### src/rtl/apb_slv_regif.sv
// APB3/APB4 completer front-end: one APB transfer becomes a valid/ready request
// plus a response handshake. Optional request timeout: APB_SLV_REGIF_TIMEOUT_EN.
module apb_slv_regif #(
    parameter int ABITS          = 12,
    parameter int TIMEOUT_CYCLES = 255
) (
    input  logic             i_clk,
    input  logic             i_rst,
    input  logic             i_psel,
    input  logic             i_penable,
    input  logic [31:0]      i_paddr,
    input  logic             i_pwrite,
    input  logic [31:0]      i_pwdata,
    input  logic [3:0]       i_pstrb,
    input  logic [2:0]       i_pprot,
    output logic             o_pready,
    output logic [31:0]      o_prdata,
    output logic             o_pslverr,
    output logic             o_req_valid,
    input  logic             i_req_ready,
    output logic [ABITS-1:0] o_req_addr,
    output logic             o_req_write,
    output logic [31:0]      o_req_wdata,
    output logic [3:0]       o_req_wstrb,
    output logic [2:0]       o_req_prot,
    input  logic             i_resp_valid,
    input  logic [31:0]      i_resp_rdata,
    input  logic             i_resp_err
);

    typedef enum logic [1:0] {
        IDLE     = 2'd0,
        REQUEST  = 2'd1,
        WAITRESP = 2'd2,
        OUT      = 2'd3
    } state_t;

    state_t state_q, state_d;
    logic   setup;
    logic   busy;
    logic   timeout;
    logic   load_out;

    assign setup = i_psel & ~i_penable;
    assign busy  = (state_q == REQUEST) | (state_q == WAITRESP);

`ifdef APB_SLV_REGIF_TIMEOUT_EN
    localparam int CW = $clog2(TIMEOUT_CYCLES + 1);
    logic [CW-1:0] cnt_q;

    always_ff @(posedge i_clk or posedge i_rst) begin
        if (i_rst)
            cnt_q <= '0;
        else if (state_q == IDLE && setup)
            cnt_q <= '0;
        else if (busy)
            cnt_q <= cnt_q + CW'(1);
    end

    assign timeout = busy & (cnt_q == CW'(TIMEOUT_CYCLES));
`else
    logic unused_timeout;
    assign unused_timeout = (TIMEOUT_CYCLES != 0);
    assign timeout        = 1'b0;
`endif

    logic unused_paddr;
    assign unused_paddr = ^i_paddr[31:ABITS];

    always_ff @(posedge i_clk or posedge i_rst) begin
        if (i_rst)
            state_q <= IDLE;
        else
            state_q <= state_d;
    end

    always_comb begin
        state_d = state_q;
        unique case (state_q)
            IDLE:     if (setup) state_d = REQUEST;
            REQUEST:  if (timeout) state_d = OUT;
                      else if (i_req_ready) state_d = WAITRESP;
            WAITRESP: if (timeout | i_resp_valid) state_d = OUT;
            OUT:      state_d = IDLE;
            default:  state_d = IDLE;
        endcase
    end

    assign load_out    = busy & (state_d == OUT);
    assign o_req_valid = (state_q == REQUEST);

    always_ff @(posedge i_clk or posedge i_rst) begin
        if (i_rst) begin
            o_req_addr  <= '0;
            o_req_write <= 1'b0;
            o_req_wdata <= '0;
            o_req_wstrb <= '0;
            o_req_prot  <= '0;
        end else if (state_q == IDLE && setup) begin
            o_req_addr  <= i_paddr[ABITS-1:0];
            o_req_write <= i_pwrite;
            o_req_wdata <= i_pwdata;
            o_req_wstrb <= i_pwrite ? i_pstrb : 4'h0;
            o_req_prot  <= i_pprot;
        end
    end

    // A master that dropped psel before completion gets no pready at all.
    always_ff @(posedge i_clk or posedge i_rst) begin
        if (i_rst) begin
            o_pready  <= 1'b0;
            o_prdata  <= '0;
            o_pslverr <= 1'b0;
        end else if (load_out) begin
            o_pready  <= i_psel;
            o_prdata  <= (i_psel & ~timeout & ~o_req_write) ? i_resp_rdata : '0;
            o_pslverr <= i_psel & (timeout | i_resp_err);
        end else begin
            o_pready  <= 1'b0;
            o_prdata  <= '0;
            o_pslverr <= 1'b0;
        end
    end

endmodule

### config.mk
export PLATFORM = sky130hd
export DESIGN_NAME = apb_slv_regif
export DESIGN_NICKNAME = d
export VERILOG_FILES = /design/src/rtl/apb_slv_regif.sv
export SDC_FILE = /design/constraint.sdc
export NUM_CORES = 1
export LEC_CHECK = 0
export CAP_MARGIN = 20
export CORE_MARGIN = 2
export CORE_UTILIZATION = 39
export CTS_CLUSTER_DIAMETER = 200
export DETAILED_ROUTE_END_ITERATION = 12
export PLACE_DENSITY = 0.82
export REMOVE_ABC_BUFFERS = 1
export SLEW_MARGIN = 10
export SYNTH_ARGS = -nofsm -noshare
export SYNTH_HDL_FRONTEND = slang
export SYNTH_SLANG_ARGS = --single-unit
### constraint.sdc
create_clock -name i_clk -period 4 [get_ports i_clk]
set_input_delay 1 -clock i_clk [delete_from_list [all_inputs] [get_ports i_clk]]
set_output_delay 1 -clock i_clk [all_outputs]
set_load 0.005 [all_outputs]
==> metrics, run 1 <==
status=completed; gr usage total=17.3%; combinational share of power=47.4%; TritonCTS buffer count=9; synth unique cells=28; sequential element share of the synthesized area=59.1%; Cell Area, Synth=3730 um2; global-route wire length before repair=14000 um; Sink Count=88; Worst Setup End Kind=output port; CP max stage delay=520 ps; fmax=379 MHz; critical path startpoint category=flop; post-cts resize count=0; Final TNS setup=0 ps; largest net degree at the start of global routing=57; clock share of power=16.4%; Worst Path Max Fanout=6; Hold Path Class=reg2reg; DRC=0; chip width=102 um; Worst Path Arrival=1640 ps; fin. max-slew vios=0; CTS tree=built; Hold WS=482 ps; Clock Skew=10.1 ps; Die Height=102 um; Pre-Repair DR Iteration Count=4; Sw Pwr=1.25 mW; RSZ-0062 raised after global routing=false; Setup Buffers After CTS=0; core area=9240 um2; Via Count=2780; Hold Buf Count CTS=0; PortBufs=177; Mapped Cells=262; total chip power=3.69 mW; Initial Util=40.3%; aggregate global routing overflow=0; cells along the critical path=inv_1 > ha_1 > clkdlybuf4s50_1; GPL Wtd Cong=0.799; vias in the first global route=2773; reg2reg end=o_prdata[1]$_DFF_PP0_; final worst-path cycle share=66.0%; worst hold endpoint=o_req_wstrb[2]$_DFFE_PP0P_; Yosys Warn Count=0; fin nets=548; Switching Share=33.9%; DRT Wirelength=9120 um; worst rel slew slack=43.7%; Max IR drop VDD=0.000356 V; FF-to-FF path depth=6; Area Overhead vs Synth=54.5%; ANT cells=0; share of layout cells above drive strength 1=23.6%; reg2reg start=state_q[1]$_DFF_PP0_; Final HPWL DP=6430 um; Final setup viols=0; Flop pwr share=36.1%; Max Cap Viol=0; hold path start=o_req_wstrb[2]$_DFFE_PP0P_; Initial DRC Count=61; fin crit period=2640 ps; critical path class=reg2out; top_reg_cell synth=dfrtp_1; power per cell area=642 nW/um2; FFs w/ async S/R, synth=100%; CTS clock-pin slew for the worst setup and hold paths=80 ps; CTS H-tree depth=3; DIE AREA=10400 um2; R2R Setup Slk=1940 ps; Hold Path Cell Cnt=2; Worst-Skew Late Latency=330 ps; worst slew pin tran=844 ps; number of synthesized flops with an enable pin=0; CTS Buffer Depth=2; leak pwr=2.32 nW; Final Hold Vio Count=0; Power Internal=2.44 mW; num ports=198; Routed WL per cell=16.1 um; Yosys reg bits=88; slowest CP cell=clkdlybuf4s50_1; Antenna Violating Nets Remaining=0; Required @ worst endpoint=3000 ps; CTS root buf=clkbuf_8; Via density=4.91; Post-Syn Area per Cell=14.2 um2; initial antenna violation count=0; Row Count=35
[kinds of logic after synthesis]
group,Yosys count,synth area share [%]
multiplexers,48,14.5
AO/OA/AOI/OAI,9,1.65
adder cells (fa/ha/maj),5,1.68
buffers and inverters,28,4.80
AND/OR/NAND/NOR,84,18.3
flip-flops,88,59.1
[cell usage in the layout (no fill, tap or decap), types with 4 or more instances in the layout]
| cell type | count |
|---|---|
| nand4b_1 | 32 |
| o21ai_0 | 4 |
| nor3_1 | 5 |
| clkdlybuf4s50_1 | 177 |
| dfrtp_1 | 88 |
| nor3_2 | 29 |
| clkbuf_8 | 10 |
| ha_1 | 5 |
| nand2_1 | 10 |
| buf_4 | 5 |
| mux2_2 | 48 |
[sequential cells by signal, summed over array words and instances (netlist names)]
register	flops
o_pslverr	1
o_req_wdata	32
state_q	2
o_req_addr	12
o_req_prot	3
o_pready	1
o_prdata	32
o_req_write	1
o_req_wstrb	4
[Yosys cell counts, types with 2 or more instances]
| cell type | count | area [um2] |
|---|---|---|
| dfrtp_1 | 88 | 2200 |
| mux2_2 | 48 | 541 |
| nand4b_1 | 32 | 280 |
| nor3_2 | 29 | 290 |
| buf_2 | 11 | 55.1 |
| nand2_1 | 10 | 37.5 |
| clkbuf_1 | 5 | 18.8 |
| ha_1 | 5 | 62.6 |
| nor3_1 | 5 | 25.0 |
| o21ai_0 | 4 | 20.0 |
| buf_1 | 3 | 11.3 |
| buf_12 | 3 | 60.1 |
| inv_1 | 3 | 11.3 |
| nand2b_1 | 2 | 12.5 |
[stage by stage]
step | area (um2) | util (%) | cells | setup slack (ps)
5_1_grt | 5760 | 62.3 | 566 | 1270
4_1_cts | 5760 | 62.3 | 566 | 1330
2_1_floorplan | 3560 | - | 238 | 721
3_5_place_dp | 5560 | 60.2 | 550 | 1260
6_report | 5760 | 62.3 | 566 | 1360
3_3_place_gp | 5560 | 60.2 | 550 | 1270
[cell type report]
| cell class | instances | area [um2] |
|---|---|---|
| inverters | 4 | 16.3 |
| multi-input cells | 146 | 1350 |
| well taps | 129 | 161 |
| repair buffers | 183 | 1830 |
| fillers | 735 | 3480 |
| clock buffers | 11 | 141 |
| clock inverters | 5 | 56.3 |
| flip-flops and latches | 88 | 2200 |
[worst max path at each step]
stage                               from                     to  slack [ps]  cells after the start
floorplan                          i_rst  o_prdata[0]$_DFF_PP0_         720                      1
global placement               i_penable    o_pslverr$_DFF_PP0_        1270                      5
detailed placement           i_req_ready  o_prdata[1]$_DFF_PP0_        1260                      5
CTS                 state_q[1]$_DFF_PP0_            o_req_valid        1330                      3
global route        state_q[1]$_DFF_PP0_            o_req_valid        1270                      3
finish              state_q[1]$_DFF_PP0_            o_req_valid        1360                      3
[power by group through the flow]
stage / Combinational [mW] / Sequential, mW / Clock [mW]
3_5_place_dp: 1.77 / 1.36 / 0
3_3_place_gp: 1.73 / 1.33 / 0
2_1_floorplan: 0.772 / 1.39 / 0
6_report: 1.75 / 1.34 / 0.607
5_1_grt: 1.89 / 1.37 / 0.668
4_1_cts: 1.77 / 1.34 / 0.630
[worst max-delay path: cells and delay by family (launching register included)]
family | cells | cell delay [ps]
buffers and inverters | 2 | 650
DFF | 1 | 450
adders and majority gates | 1 | 210
[per-layer routing]
layer / global-route usage [%] / part of all wire, % / up-vias
li1: - / - / 1271
met1: 21.1 / 41 / 1383
met2: 29.9 / 49 / 118
met3: 5.11 / 8.8 / 8
met4: 4.47 / 0.71 / 0
met5: 0 / 0 / -
Note: power is estimated with default switching activity, not from simulation.
==> run 2, diff against run 1 <==
Clock period 4 ns to 2.8 ns, I/O delays scaled along.
==> run 2 against run 1 <==
  * Worst hold slack better by 12 ps
  * Die area did not move
  * Sequential share of layout area shrank 0.066 points
  * Sequential cell count unchanged
  * Critical path depth did not move
  * Combinational power grew 47%
  * Setup slack worse by 950 ps
  * Critical path type unchanged
==> metrics, run 2 (same netlist as run 1, synthesis figures left out) <==
Via Count=2732 (was 2780); DRT Wirelength=9510 um (was 9120 um); CTS clock-pin slew for the worst setup and hold paths=100 ps (was 80 ps); Routed WL per cell=16.7 um (was 16.1 um); post-cts resize count=0 (unchanged); R2R Setup Slk=540 ps (was 1940 ps); global-route wire length before repair=14200 um (was 14000 um); Pre-Repair DR Iteration Count=4 (unchanged); reg2reg start=state_q[1]$_DFF_PP0_ (unchanged); core area=9240 um2 (unchanged); fmax=418 MHz; Sink Count=88 (unchanged); PortBufs=177 (unchanged); Worst path depth=3 (unchanged); CTS H-tree depth=3 (unchanged); worst setup path end=o_req_valid (unchanged); commonest non-fill, non-tap cells in the layout=177 x clkdlybuf4s50_1, 88 x dfrtp_1, 48 x mux2_2 (unchanged); fin crit period=2390 ps; vias in the first global route=2822 (was 2773); TritonCTS buffer count=9 (unchanged); Antenna Violating Nets Remaining=0 (unchanged); gr usage total=17.9% (was 17.3%); cells along the critical path=inv_1 > ha_1 > clkdlybuf4s50_1 (unchanged); largest net degree at the start of global routing=45 (was 57); initial antenna violation count=0 (unchanged); Setup Buffers After CTS=0 (unchanged); Die Height=102 um (unchanged); slowest CP cell=clkdlybuf4s50_1 (unchanged); Initial DRC Count=41 (was 61); Max Cap Viol=0 (unchanged); Worst Setup End Kind=output port (unchanged); CP bufs+invs=2 (unchanged); chip width=102 um (unchanged); ANT cells=0 (unchanged); share of layout cells above drive strength 1=24.1% (was 23.6%); Required @ worst endpoint=2100 ps (was 3000 ps); Top Registers=o_prdata (32), o_req_wdata (32), o_req_addr (12) (unchanged); Post-Layout Inst Area=5770 um2 (was 5760 um2); aggregate global routing overflow=0 (unchanged); status=completed (unchanged); Final Hold Vio Count=0 (unchanged); Worst setup startpoint=state_q[1]$_DFF_PP0_ (unchanged); power per cell area=914 nW/um2 (was 642 nW/um2); fin. max-slew vios=0 (unchanged); Initial Util=40.3% (unchanged); DRC=0 (unchanged); DIE AREA=10400 um2 (unchanged); worst rel slew slack=32.1% (was 43.7%); final worst-path cycle share=85.3%; leak pwr=2.31 nW (was 2.32 nW); Max IR drop VDD=0.000525 V (was 0.000356 V); fin nets=551 (was 548); CTS root buf=clkbuf_8 (unchanged); Final HPWL DP=6630 um (was 6430 um); DP Area=5600 um2 (was 5560 um2); Area Overhead vs Synth=54.8% (was 54.5%); Via density=4.80 (was 4.91); Clock Skew=16.5 ps (was 10.1 ps); num ports=198 (unchanged); Final TNS setup=0 ps (unchanged); Hold Buf Count CTS=0 (unchanged); Final setup viols=0 (unchanged); critical path startpoint category=flop (unchanged); most common cell after layout, fill and taps aside=clkdlybuf4s50_1 (unchanged); Largest delay share family, worst path=buffers and inverters (unchanged); CTS tree=built (unchanged); Worst Path Arrival=1690 ps (was 1640 ps); Row Count=35 (unchanged); reg2reg end=state_q[0]$_DFF_PP0_ (was o_prdata[1]$_DFF_PP0_); critical path class=reg2out (unchanged); Worst-Skew Late Latency=350 ps (was 330 ps); GPL Wtd Cong=0.748 (was 0.799); FF-to-FF path depth=6 (unchanged); Worst Path Max Fanout=6 (unchanged); RSZ-0062 raised after global routing=false (unchanged); worst slew pin tran=1020 ps (was 844 ps); Hold Path Class=reg2reg (unchanged); CTS Buffer Depth=2 (unchanged); CP max stage delay=530 ps (was 520 ps)
-- run 2: changes by cell type in the layout (fill, tap and decap cells not counted), sizes merged --
cell,delta
inv,+1
buf,+3
bufinv,-1
clkbuf,-1
clkinvlp,+2
clkinv,-1
-- run 2: metal layers --
metal	track usage [%]	share of wire (%)	vias to the layer above
li1	-	-	1279
met1	21.9	41	1320
met2	29.2	48	120
met3	6.90	9.7	13
met4	5.51	1.4	0
met5	0	0	-
-- run 2: metrics by stage --
stage / setup WS (ps) / hold WS, ps / cells / total power [mW] / utilization, %
2_1_floorplan: -179 / 473 / 238 / 3.08 / -
3_3_place_gp: 275 / 463 / 553 / 4.42 / 60.6
3_5_place_dp: 237 / 482 / 553 / 4.53 / 60.6
4_1_cts: 404 / 501 / 569 / 5.33 / 62.4
5_1_grt: 310 / 519 / 569 / 5.59 / 62.4
6_report: 410 / 493 / 569 / 5.27 / 62.4
-- run 2: final cells by class --
cell class	instances	area (um2)
multi-input combinational	146	1350
fill	720	3470
timing repair buffer	186	1860
sequential	88	2200
tap	129	161
clock buffer	10	128
inverter	4	16.3
clock inverter	6	45.0
-- run 2: how the worst min path moves through the flow --
stage | from | cells past startpoint | end | slack [ps]
2_1_floorplan | o_req_wstrb[0]$_DFFE_PP0P_ | 2 | o_req_wstrb[0]$_DFFE_PP0P_ | 470
3_3_place_gp | o_req_wstrb[1]$_DFFE_PP0P_ | 2 | o_req_wstrb[1]$_DFFE_PP0P_ | 460
3_5_place_dp | o_req_wstrb[0]$_DFFE_PP0P_ | 2 | o_req_wstrb[0]$_DFFE_PP0P_ | 480
4_1_cts | o_req_wstrb[0]$_DFFE_PP0P_ | 2 | o_req_wstrb[0]$_DFFE_PP0P_ | 500
5_1_grt | o_req_wdata[8]$_DFFE_PP0P_ | 1 | o_req_wdata[8]$_DFFE_PP0P_ | 520
6_report | o_req_wstrb[2]$_DFFE_PP0P_ | 2 | o_req_wstrb[2]$_DFFE_PP0P_ | 490
-- run 2: power breakdown --
group | switching, mW | internal, mW | leakage (nW)
Sequential | 0.209 | 1.69 | 1.12
Clock | 0.473 | 0.326 | 0.0789
Combinational | 1.17 | 1.39 | 1.12
Total | 1.86 | 3.41 | 2.31
-- run 2: tightest hold or removal path, stage by stage (launching register included) --
cell and delay [ps]:
dfrtp_1 350, nand2_1 40, o21ai_0 70
==> run 3, diff against run 2 <==
--- a/config.mk
+++ b/config.mk
@@ -9,4 +9,5 @@
 export CORE_MARGIN = 2
 export CORE_UTILIZATION = 39
+export CTS_BUF_LIST = sky130_fd_sc_hd__clkbuf_4 sky130_fd_sc_hd__clkbuf_8 sky130_fd_sc_hd__clkbuf_16
 export CTS_CLUSTER_DIAMETER = 200
 export DETAILED_ROUTE_END_ITERATION = 12
==> constraint.sdc (replaced) <==
create_clock -name i_clk -period 2.8 [get_ports i_clk]
set_input_delay 0.42 -clock i_clk [delete_from_list [all_inputs] [get_ports i_clk]]
set_output_delay 0.42 -clock i_clk [all_outputs]
set_load 0.005 [all_outputs]
==> run 3 against run 2 <==
  * Count of clock-buffer cells in the layout unchanged
  * Maximum frequency increased by 9.1%
  * Design area is essentially flat
  * Utilization hardly changed
  * Critical path depth up 2
  * Setup slack better by 200 ps
  * Final cell count shrank 0.35%
  * First-iteration DRC count is 54% higher
  * Sequential share of layout area is essentially flat
==> metrics, run 3 (same netlist as run 1, synthesis figures left out) <==
reg2reg start=state_q[1]$_DFF_PP0_ (unchanged); core area=9240 um2 (unchanged); Clock Skew=11.9 ps (was 16.5 ps); highest layer used for signal routing=met4 (unchanged); gr usage total=17.5% (was 17.9%); Post-Route M1 WL=3630 um (was 3860 um); Hold Buf Count CTS=0 (unchanged); Sw Pwr=1.82 mW (was 1.86 mW); Worst Setup End Kind=flop (was output port); DP Worst Slack=524 ps (was 237 ps); chip width=102 um (unchanged); Switching Share=34.4% (was 35.2%); Antenna Violating Nets Remaining=0 (unchanged); DIE AREA=10400 um2 (unchanged); DRT Wirelength=9250 um (was 9510 um); Fillers=741 (was 720); Required @ worst endpoint=2980 ps (was 2100 ps); global-route wire length before repair=14000 um (was 14200 um); most common cell after layout, fill and taps aside=clkdlybuf4s50_1 (unchanged); Die Height=102 um (unchanged); Via density=4.92 (was 4.80); combinational share of power=46.7% (was 48.7%); final worst-path cycle share=78.2% (was 85.3%); fin. max-slew vios=0 (unchanged); Setup Buffers After CTS=0 (unchanged); CTS tree=built (unchanged); Hold Path Class=in2async (was reg2reg); Flop pwr share=36.0% (was 36.1%); Worst-Skew Late Latency=350 ps (about the same); Hold WS=475 ps (was 493 ps); Final Hold Vio Count=0 (unchanged); Row Count=35 (unchanged); reg2reg end=o_prdata[31]$_DFF_PP0_ (was state_q[0]$_DFF_PP0_); PortBufs=177 (unchanged); power per cell area=918 nW/um2 (was 914 nW/um2); Power Internal=3.48 mW (was 3.41 mW); Worst Path Max Fanout=35 (was 6); Final setup viols=0 (unchanged); DRC=0 (unchanged); aggregate global routing overflow=0 (unchanged); commonest non-fill, non-tap cells in the layout=177 x clkdlybuf4s50_1, 88 x dfrtp_1, 48 x mux2_2 (unchanged); largest net degree at the start of global routing=40 (was 45); R2R Setup Slk=610 ps (was 540 ps); Pre-Repair DR Iteration Count=4 (unchanged); final setup margin=610 ps (was 410 ps); CTS H-tree depth=3 (unchanged); FF-to-FF path depth=5 (was 6); Final TNS setup=0 ps (unchanged); non-filler cells, final=567 (was 569); clock share of power=17.3% (was 15.2%); met3 WL post-DR=841 um (was 926 um); num ports=198 (unchanged); DP Area=5570 um2 (was 5600 um2); Final HPWL DP=6550 um (was 6630 um); Initial Util=40.3% (unchanged); ANT cells=0 (unchanged); vias in the first global route=2795 (was 2822); critical path startpoint category=flop (unchanged); Max Cap Viol=0 (unchanged); Via Count=2789 (was 2732); Worst Path Arrival=2370 ps (was 1690 ps); share of layout cells above drive strength 1=24.0% (was 24.1%); worst slew pin tran=987 ps (was 1020 ps); Post-Place Cells=551 (was 553); Routed WL per cell=16.3 um (was 16.7 um); Worst setup startpoint=state_q[1]$_DFF_PP0_ (unchanged); CTS root buf=clkbuf_8 (unchanged); CTS Buffer Depth=2 (unchanged); Initial DRC Count=63 (was 41); Sink Count=88 (unchanged); Max IR drop VDD=0.000452 V (was 0.000525 V); metal2 WL=4740 um (was 4590 um); leak pwr=2.32 nW (was 2.31 nW); fmax=457 MHz (was 418 MHz); CTS clock-pin slew for the worst setup and hold paths=100 ps (about the same); post-cts resize count=0 (unchanged); Top Registers=o_prdata (32), o_req_wdata (32), o_req_addr (12) (unchanged); Post-Layout Inst Area=5770 um2 (about the same); fin crit period=2190 ps (was 2390 ps); GPL Wtd Cong=0.748 (about the same); TritonCTS buffer count=9 (unchanged); initial antenna violation count=0 (unchanged); RSZ-0062 raised after global routing=false (unchanged); critical path class=reg2reg (was reg2out); Area Overhead vs Synth=54.9% (was 54.8%); worst rel slew slack=34.2% (was 32.1%); status=completed (unchanged); fin nets=549 (was 551)
==> run 3: cell types whose count changed in the layout (fill, tap and decap cells not counted), sizes merged <==
cell	previous run	this run
buf	9	7
bufinv	0	1
clkinv	3	1
clkinvlp	3	1
inv	4	7
==> run 3: final cells by class <==
class / count / area, um2 / area share, %
Sequential cell: 88 / 2200 / 38.2
Timing Repair Buffer: 184 / 1840 / 31.8
Multi-Input combinational cell: 146 / 1350 / 23.4
Tap cell: 129 / 161 / 2.80
Clock buffer: 10 / 131 / 2.28
Clock inverter: 6 / 72.6 / 1.26
Inverter: 4 / 16.3 / 0.282
==> run 3: power by group through the flow <==
| stage | clock (mW) | sequential [mW] | combinational (mW) |
|---|---|---|---|
| 4_1_cts | 0.952 | 1.91 | 2.52 |
| 2_1_floorplan | 0 | 1.98 | 1.10 |
| 6_report | 0.915 | 1.91 | 2.48 |
| 3_5_place_dp | 0 | 1.94 | 2.52 |
| 5_1_grt | 1.01 | 1.96 | 2.68 |
| 3_3_place_gp | 0 | 1.91 | 2.46 |
==> run 3: worst max path at each step <==
stage                        endpoint  cells after the start
2_1_floorplan   o_prdata[0]$_DFF_PP0_                      1
3_3_place_gp      o_pslverr$_DFF_PP0_                      4
3_5_place_dp    o_prdata[0]$_DFF_PP0_                      4
4_1_cts        o_prdata[31]$_DFF_PP0_                      5
5_1_grt        o_prdata[31]$_DFF_PP0_                      5
6_report       o_prdata[31]$_DFF_PP0_                      5
==> run 3: worst max-delay path: stages, from the launching register on <==
cell	delay (ps)
dfrtp_1	450
inv_1	110
ha_1	250
a211oi_1	240
a221o_2	810
nor3_1	150
==> run 3: stage by stage <==
| step | total power [mW] | utilization (%) |
|---|---|---|
| floorplan | 3.08 | - |
| global placement | 4.37 | 60.3 |
| detailed placement | 4.46 | 60.3 |
| CTS | 5.39 | 62.5 |
| global route | 5.66 | 62.5 |
| finish | 5.30 | 62.5 |
==> run 3: routing by layer <==
layer / vias up / global-route usage (%)
li1: 1279 / -
met1: 1383 / 21.0
met2: 123 / 30.1
met3: 4 / 5.94
met4: 0 / 4.68
met5: - / 0
